===== src/rtl/wb_stage.sv =====
// Write-back stage: merges ALU results and aligned load data onto the single
// register-file write port, tracking at most one outstanding load.
//
// Handshakes:
//   - ALU: a result is consumed in any cycle where alu_valid && alu_ready. While
//     alu_ready is low the ALU keeps alu_rd/alu_result stable. alu_ready drops
//     only when a load completes that same cycle.
//   - Load request: a request is taken when ld_req_valid && ld_req_ready.
//     Illegal requests are never accepted. Instead they produce a one-cycle
//     ld_fault.
//   - Memory: mem_rvalid is a single-cycle pulse. It only has an effect while
//     a load is outstanding.
//
// FSM state is visible through ld_busy (high in WAIT) and ld_busy_rd.
`ifndef WORD_WIDTH
`define WORD_WIDTH 32
`endif
`ifndef RF_ADDR_WIDTH
`define RF_ADDR_WIDTH 5
`endif

module wb_stage #(
  parameter int WORD_WIDTH    = `WORD_WIDTH,
  parameter int RF_ADDR_WIDTH = `RF_ADDR_WIDTH
) (
  input  logic                     clk,
  input  logic                     rst_n,
  input  logic                     alu_valid,
  input  logic [RF_ADDR_WIDTH-1:0] alu_rd,
  input  logic [WORD_WIDTH-1:0]    alu_result,
  output logic                     alu_ready,
  input  logic                     ld_req_valid,
  output logic                     ld_req_ready,
  input  logic [RF_ADDR_WIDTH-1:0] ld_rd,
  input  logic [2:0]               ld_funct3,
  input  logic [1:0]               ld_addr_lo,
  input  logic                     mem_rvalid,
  input  logic [WORD_WIDTH-1:0]    mem_rdata,
  output logic                     regWrite,
  output logic [RF_ADDR_WIDTH-1:0] writeAddr,
  output logic [WORD_WIDTH-1:0]    dataIn,
  output logic                     ld_busy,
  output logic [RF_ADDR_WIDTH-1:0] ld_busy_rd,
  output logic                     ld_fault
);

  typedef enum logic {
    S_IDLE = 1'b0,
    S_WAIT = 1'b1
  } state_t;

  state_t                  state;
  logic [2:0]              cap_funct3;
  logic [1:0]              cap_lo;
  logic                    ld_legal;
  logic                    ld_done;
  logic                    alu_accept;
  logic [7:0]              sel_byte;
  logic [15:0]             sel_half;
  logic [WORD_WIDTH-1:0]   ld_data;

  // Load legality: known funct3 and natural alignment for its access size.
  always_comb begin
    ld_legal = 1'b0;
    case (ld_funct3)
      3'b000, 3'b100: ld_legal = 1'b1;
      3'b001, 3'b101: ld_legal = ~ld_addr_lo[0];
      3'b010:         ld_legal = (ld_addr_lo == 2'b00);
      default:        ld_legal = 1'b0;
    endcase
  end

  assign ld_req_ready = (state == S_IDLE);
  assign ld_busy      = (state == S_WAIT);
  assign ld_done      = (state == S_WAIT) && mem_rvalid;
  // A completing load owns the write port, so the ALU is stalled that cycle.
  assign alu_ready    = ~ld_done;
  assign alu_accept   = alu_valid && alu_ready;

  // Extract and extend the loaded field using the offset captured at acceptance.
  always_comb begin
    sel_byte = 8'h00;
    case (cap_lo)
      2'd0:    sel_byte = mem_rdata[7:0];
      2'd1:    sel_byte = mem_rdata[15:8];
      2'd2:    sel_byte = mem_rdata[23:16];
      default: sel_byte = mem_rdata[31:24];
    endcase
    sel_half = cap_lo[1] ? mem_rdata[31:16] : mem_rdata[15:0];
    ld_data  = mem_rdata;
    case (cap_funct3)
      3'b000:  ld_data = {{(WORD_WIDTH-8){sel_byte[7]}}, sel_byte};
      3'b100:  ld_data = {{(WORD_WIDTH-8){1'b0}}, sel_byte};
      3'b001:  ld_data = {{(WORD_WIDTH-16){sel_half[15]}}, sel_half};
      3'b101:  ld_data = {{(WORD_WIDTH-16){1'b0}}, sel_half};
      default: ld_data = mem_rdata;
    endcase
  end

  // Load FSM plus the registered write port and fault pulse.
  always_ff @(posedge clk or negedge rst_n) begin
    if (!rst_n) begin
      state      <= S_IDLE;
      cap_funct3 <= 3'b000;
      cap_lo     <= 2'b00;
      ld_busy_rd <= '0;
      ld_fault   <= 1'b0;
      regWrite   <= 1'b0;
      writeAddr  <= '0;
      dataIn     <= '0;
    end else begin
      regWrite <= 1'b0;
      ld_fault <= 1'b0;
      case (state)
        S_IDLE: begin
          if (ld_req_valid) begin
            if (ld_legal) begin
              state      <= S_WAIT;
              ld_busy_rd <= ld_rd;
              cap_funct3 <= ld_funct3;
              cap_lo     <= ld_addr_lo;
            end else begin
              ld_fault <= 1'b1;
            end
          end
        end
        S_WAIT: begin
          if (mem_rvalid) begin
            state      <= S_IDLE;
            ld_busy_rd <= '0;
          end
        end
        default: state <= S_IDLE;
      endcase
      // x0 destinations consume the source but never pulse regWrite.
      if (ld_done) begin
        if (ld_busy_rd != '0) begin
          regWrite  <= 1'b1;
          writeAddr <= ld_busy_rd;
          dataIn    <= ld_data;
        end
      end else if (alu_accept && (alu_rd != '0)) begin
        regWrite  <= 1'b1;
        writeAddr <= alu_rd;
        dataIn    <= alu_result;
      end
    end
  end

endmodule


===== config.mk =====
export PLATFORM = sky130hd
export DESIGN_NAME = wb_stage
export DESIGN_NICKNAME = d
export VERILOG_FILES = /design/src/rtl/wb_stage.sv
export SDC_FILE = /design/constraint.sdc
export NUM_CORES = 1
export LEC_CHECK = 0
export CORE_MARGIN = 2
export CORE_UTILIZATION = 43
export DETAILED_ROUTE_END_ITERATION = 16
export GPL_TIMING_DRIVEN = 1
export PLACE_DENSITY = 0.82
export SLEW_MARGIN = 10
export SYNTH_ARGS = -nofsm -noshare
export SYNTH_HDL_FRONTEND = slang
export SYNTH_SLANG_ARGS = --single-unit

===== constraint.sdc =====
create_clock -name clk -period 2.1 [get_ports clk]
set_input_delay 0.315 -clock clk [delete_from_list [all_inputs] [get_ports clk]]
set_output_delay 0.315 -clock clk [all_outputs]
set_load 0.005 [all_outputs]

==> results of run 1 <==
routing by layer:
metal | vias up | GRT usage (%) | part of all wire, %
li1 | 1410 | - | -
met1 | 1432 | 29.19 | 41
met2 | 108 | 41.32 | 50
met3 | 18 | 4.524 | 5.8
met4 | 0 | 6.853 | 2.4
met5 | - | 0 | 0
cell usage after synthesis (all sizes together), types with 2 or more instances:
cell type	number	area share (%)
nor2b	3	0.62
a2111oi	5	1.5
nor2	11	1.9
mux2i	18	6.4
nor3b	2	0.50
and3	5	1.0
o21a	14	3.5
a311oi	2	0.58
clkbuf	15	1.9
nand2	15	1.9
inv	8	1.0
buf	15	3.5
a211o	2	0.58
or4	3	1.0
a31oi	8	1.7
nand3b	7	1.7
nand3	13	2.2
mux2	7	2.6
a22o	16	4.7
o21ai	24	4.1
a21oi	17	2.8
o32a	13	4.3
a21o	16	4.3
nor3	3	0.50
dfrtp	50	42
final timing paths:
path | cells after the start | slack [ns] | startpoint | end
min in group clk | 1 | 0.48 | ld_busy$_DFF_PN0_ | ld_fault$_DFF_PN0_
max in group asynchronous | 2 | 1.57 | rst_n | writeAddr[2]$_DFFE_PN0P_
max | 5 | 0.08 | mem_rvalid | alu_ready
max reg2reg | 5 | 0.15 | ld_busy_rd[2]$_DFFE_PN0P_ | dataIn[29]$_DFFE_PN0P_
min | 1 | -0.006 | rst_n | regWrite$_DFF_PN0_
min reg2reg | 1 | 0.48 | ld_busy$_DFF_PN0_ | ld_fault$_DFF_PN0_
state kept, by name (all words and copies together) (netlist names):
signal,flops
cap_funct3,3
ld_fault,1
writeAddr,5
ld_busy,1
cap_lo,2
dataIn,32
ld_busy_rd,5
regWrite,1
placed cells by master, fill, tap and decap left out, drive strengths merged, types with 6 or more instances in the layout:
master and instances:
a21o 16, a21oi 17, a22o 16, a31oi 8
buf 27, clkbuf 6, clkdlybuf4s50 129, dfrtp 50
inv 8, mux2 7, mux2i 18, nand2 15
nand3 13, nand3b 7, nor2 11, o21a 14
o21ai 24, o32a 13
cell families after synthesis:
family,count (synthesis),synth area share [%]
simple gates,66,12.57
buf+inv,38,6.325
flops,50,41.61
compound gates,123,29.71
mux,26,9.779
power breakdown:
part	leakage, nW	internal (mW)	switching (mW)
registers	0.595	1.20	0.163
clock network	0.0431	0.255	0.318
logic	1.31	0.992	0.691
what timing repair did:
item,in CTS,in global routing
endpoints found under the hold margin,0,0
setup endpoints to repair,0,1
resized for setup,0,1
cell type report:
cell class              count  area share (%)
clock buffers               6           1.801
inverters                   8          0.6548
multi-input cells         215           34.30
flip-flops and latches     50           27.29
well taps                  96           2.619
repair buffers            156           33.34
stage by stage:
| step | TNS, ns | hold WS (ns) |
|---|---|---|
| 2_1_floorplan | 0 | 0.01941 |
| 3_3_place_gp | -3.066 | 0.3281 |
| 3_5_place_dp | -3.978 | 0.3399 |
| 4_1_cts | 0 | 0.006808 |
| 5_1_grt | 0 | 0.03502 |
| 6_report | 0 | -0.006091 |
==> impl_metrics.tcl, run 1 <==
set metrics [dict create \
    synth_nets 387 \
    cpMaxStageDelayCell "clkdlybuf4s50_1" \
    worst_path_largest_cell_delay_ns 0.50 \
    grt_pass1_vias 2908 \
    place_ws_ns -0.1591 \
    dr.first_iter.drc_count 203 \
    synth_cell_types 48 \
    grt_max_degree 28 \
    ys_seq_elements 50 \
    boundaryPins 131 \
    syn-cell-area_um2 3007 \
    diodes 0 \
    ir_drop_uv 369.9 \
    cpLargestDelayFamily "buffers and inverters" \
    drv_slew 0 \
    fin_crit_ns 2.025 \
    path_class "input pin to primary output" \
    wl_per_cell_um 17.25 \
    yosys_most_used_dff "dfrtp_1" \
    htreeDepth 2 \
    multi_input_area_um2 1573 \
    drt-vias-per-instance 5.589 \
    overflow 0 \
    drive_gt1_share_pct 13.33 \
    postCtsSetupBuffers 0 \
    fmax_mhz 493.8 \
    die_w_um 87.62 \
    drt_first_pass_iters 4 \
    skew_ns 0.003266 \
    track_usage_pct 23.47 \
    p_per_area_nw_per_um2 788.3 \
    synthToLayoutAreaGrowth_pct 52.52 \
    violations "negative hold slack" \
    final_cell_area_um2 4586 \
    die_h_um 87.62 \
    cp_cell_sequence "clkdlybuf4s50_1 -> and2_1 -> inv_1 -> buf_4 -> clkdlybuf4s50_1" \
    start_util_pct 44.25 \
    dpl_cell_area_um2 4496 \
    fin_crit_sh_pct 96.43 \
    status "complete, but fails checks" \
    fillers 563 \
    dp_hpwl_um 7148 \
    hold_viol 11 \
    cts_hold_buf 0 \
    hold_class "input pin to async pin" \
    crit_top_cell "clkdlybuf4s50_1" \
    numCtsBuffers 5 \
    clk_latency_ns 0.30 \
    drc_errors 0 \
    gp_congestion 0.8533 \
    cp_max_fo 4 \
    clock_sinks 50 \
    async_flop_share_pct 100.0 \
    syn_avg_cell_area_um2 9.923 \
    root_buffer "clkbuf_8" \
    synth_seq_area_share_pct 41.61 \
    total_power_mw 3.615 \
    worst_pin_slew_ns 0.6877 \
    synth_cells 303 \
    synth-edff-count 0 \
    critPathLaunchType "input pin" \
    rsz0062_at_grt "false" \
    place_inst 525 \
    grt_pass1_wl_um 14130 \
    instances_no_fill 531 \
    cap_violations 0 \
    worstPathRequired_ns 1.78 \
    worst-path-buf-inv 4 \
    ys_warn_count 0 \
    die-area_um2 7677 \
    vias 2968 \
    fin_hold_ws_ns -0.006091 \
    totalWireLength_um 9161 \
    crit_arrival_ns 1.71 \
    setup_slack_ns 0.07505 \
    regArea_um2 1251 \
    rows 30 \
    fin_util_pct 67.50 \
    clockBufferDepth 2 \
    clk_pin_slew_ns 0.09 \
    finalNetCount 520 \
    io_buffers 130 \
    antenna_found_initial 0 \
    finalSetupViolCount 0 \
    maxSlewHeadroom_pct 54.03 \
    coreArea_um2 6794 \
    cts_tree "yes" \
    end_kind "primary output" \
    antenna_left 0 \
    p_leak_nw 1.950 \
]
Power figures use the tool's default switching activity.
==> run 2, diff against run 1 <==
REMOVE_ABC_BUFFERS = 1   (was unset)
==> run 2 against run 1 <==
Effect of this change: the run now ends clean; non-clock buffer count up 2; sequential power about the same; cell area up 0.76%; highest routed layer unchanged.
==> impl_metrics.tcl, run 2 (synthesis results as in run 1) <==
set metrics [dict create \
    status "finished, final reports clean" \
    antenna_found_initial 0 \
    antenna_left 0 \
    drc_errors 0 \
    fin_util_pct 68.01 \
    r2r_setup_slack_ns 0.18 \
    path_class "input pin to primary output" \
    drive_gt1_share_pct 14.12 \
    boundaryPins 131 \
    cp_max_fo 8 \
    finalNetCount 522 \
    clockBufferDepth 2 \
    hold_end "ld_fault$_DFF_PN0_" \
    drv_slew 0 \
    largest-register "dataIn" \
    cp_cell_sequence "clkdlybuf4s50_1 -> and2_1 -> inv_4 -> buf_4 -> clkdlybuf4s50_1" \
    worst-path-buf-inv 4 \
    postCtsSetupBuffers 0 \
    r2r_start "ld_busy_rd[1]$_DFFE_PN0P_" \
    wl_per_cell_um 17.69 \
    die-area_um2 7677 \
    seq_power_share_pct 37.2 \
    track_usage_pct 24.36 \
    p_switching_mw 1.193 \
    root_buffer "clkbuf_8" \
    maxSlewHeadroom_pct 47.82 \
    io_buffers 130 \
    totalWireLength_um 9465 \
    crit_arrival_ns 1.70 \
    fmax_mhz 496.0 \
    crit_top_cell "clkdlybuf4s50_1" \
    rsz0062_at_grt "false" \
    clk_latency_ns 0.30 \
    reg2reg_depth 5 \
    rows 30 \
    fin_hold_ws_ns 0.5006 \
    critPathLaunchType "input pin" \
    use_met1_pct 32.64 \
    layout_commonest_cell "clkdlybuf4s50_1" \
    fillers 553 \
    worstHoldStart "ld_busy$_DFF_PN0_" \
    p_per_area_nw_per_um2 803.7 \
    drt-vias-per-instance 5.557 \
    whs_path_depth 1 \
    grt_pass1_vias 2909 \
    place_ws_ns -0.1564 \
    worstPathRequired_ns 1.78 \
    skew_ns 0.005695 \
    die_h_um 87.62 \
    mostFrequentLayoutCells "129 x clkdlybuf4s50_1, 50 x dfrtp_1, 25 x buf_4, 21 x o21ai_0" \
    reg_top3 "dataIn (32), ld_busy_rd (5), writeAddr (5)" \
    hold_class "flop to flop" \
    numCtsBuffers 5 \
    gp_congestion 0.8936 \
    p_leak_nw 1.968 \
    start_util_pct 44.25 \
    grt_most_used_layer "met2" \
    reg2reg_to "dataIn[25]$_DFFE_PN0P_" \
    ir_drop_uv 478.7 \
    dr.first_iter.drc_count 164 \
    p_clk_share_pct 18.3 \
    worst_pin_slew_ns 0.7807 \
    cpMaxStageDelayCell "clkdlybuf4s50_1" \
    end_kind "primary output" \
    fin_crit_ns 2.016 \
    setup_slack_ns 0.08401 \
    hold_viol 0 \
    grt_max_degree 30 \
    dp_hpwl_um 7401 \
    combPwrFrac_pct 44.4 \
    grt_pass1_wl_um 14590 \
    htreeDepth 2 \
    die_w_um 87.62 \
    grt_use_met3_pct 3.582 \
    vias 2973 \
    overflow 0 \
    diodes 0 \
    cts_tree "yes" \
    finalSetupViolCount 0 \
    clock_sinks 50 \
    p_sw_share_pct 32.13 \
    drt_first_pass_iters 4 \
    cap_violations 0 \
    cpLargestDelayFamily "buffers and inverters" \
    fin_crit_sh_pct 96.00 \
    internal_power_mw 2.520 \
    clk_pin_slew_ns 0.09 \
    worst_path_largest_cell_delay_ns 0.49 \
    met2_usage_pct 41.39 \
    coreArea_um2 6794 \
    synthToLayoutAreaGrowth_pct 53.68 \
    largest_reg_flops 32 \
]
## run 2: changes by cell type in the layout (fill, tap and decap cells not counted), sizes merged
cell,delta
bufinv,+1
clkbuf,-1
buf,+1
dlygate4sd3,+1
clkinv,+2
## run 2: layer usage
layer | share of wire (%) | up-vias
li1 | - | 1414
met1 | 43 | 1429
met2 | 50 | 113
met3 | 4.9 | 17
met4 | 2.1 | 0
met5 | 0 | -
## run 2: cell type report
cell class                      instances  area [um^2]  share of cell area (%)
Inverter                                8        32.53                  0.7040
Timing Repair Buffer                  158         1534                   33.20
Clock inverter                          3        40.04                  0.8665
Sequential cell                        50         1251                   27.08
Multi-Input combinational cell        215         1574                   34.06
Clock buffer                            5        68.82                   1.489
Tap cell                               96        120.1                   2.600
## run 2: power by group through the flow
stage | Clock [mW] | Combinational, mW | Sequential (mW)
4_1_cts | 0.684 | 1.65 | 1.38
3_5_place_dp | 0 | 1.64 | 1.40
6_report | 0.680 | 1.65 | 1.38
3_3_place_gp | 0 | 1.60 | 1.39
2_1_floorplan | 0 | 0.652 | 1.43
5_1_grt | 0.726 | 1.79 | 1.41
## run 2: through the flow
step                      power (mW)  instance area [um^2]  TNS [ns]  cells
final                          3.714                  4621         0    535
after global routing           3.924                  4621         0    535
after CTS                      3.712                  4609         0    535
after detailed placement       3.038                  4491    -4.551    526
after global placement         2.983                  4491    -3.280    526
after floorplan                2.080                  2846    -14.70    273
## run 2: worst max-delay path by stage
stage | from | to | depth (start not counted)
finish | mem_rvalid | alu_ready | 5
global route | cap_funct3[1]$_DFFE_PN0P_ | dataIn[13]$_DFFE_PN0P_ | 3
CTS | ld_busy_rd[2]$_DFFE_PN0P_ | dataIn[7]$_DFFE_PN0P_ | 4
detailed placement | alu_rd[2] | writeAddr[1]$_DFFE_PN0P_ | 7
global placement | alu_rd[2] | writeAddr[4]$_DFFE_PN0P_ | 7
floorplan | ld_busy$_DFF_PN0_ | dataIn[1]$_DFFE_PN0P_ | 5
## run 2: what timing repair did
action | CTS | global route
resized for setup | 1 | 3
hold endpoints to repair | 21 | 0
setup endpoints to repair | 1 | 18
hold buffers | 1 | 0
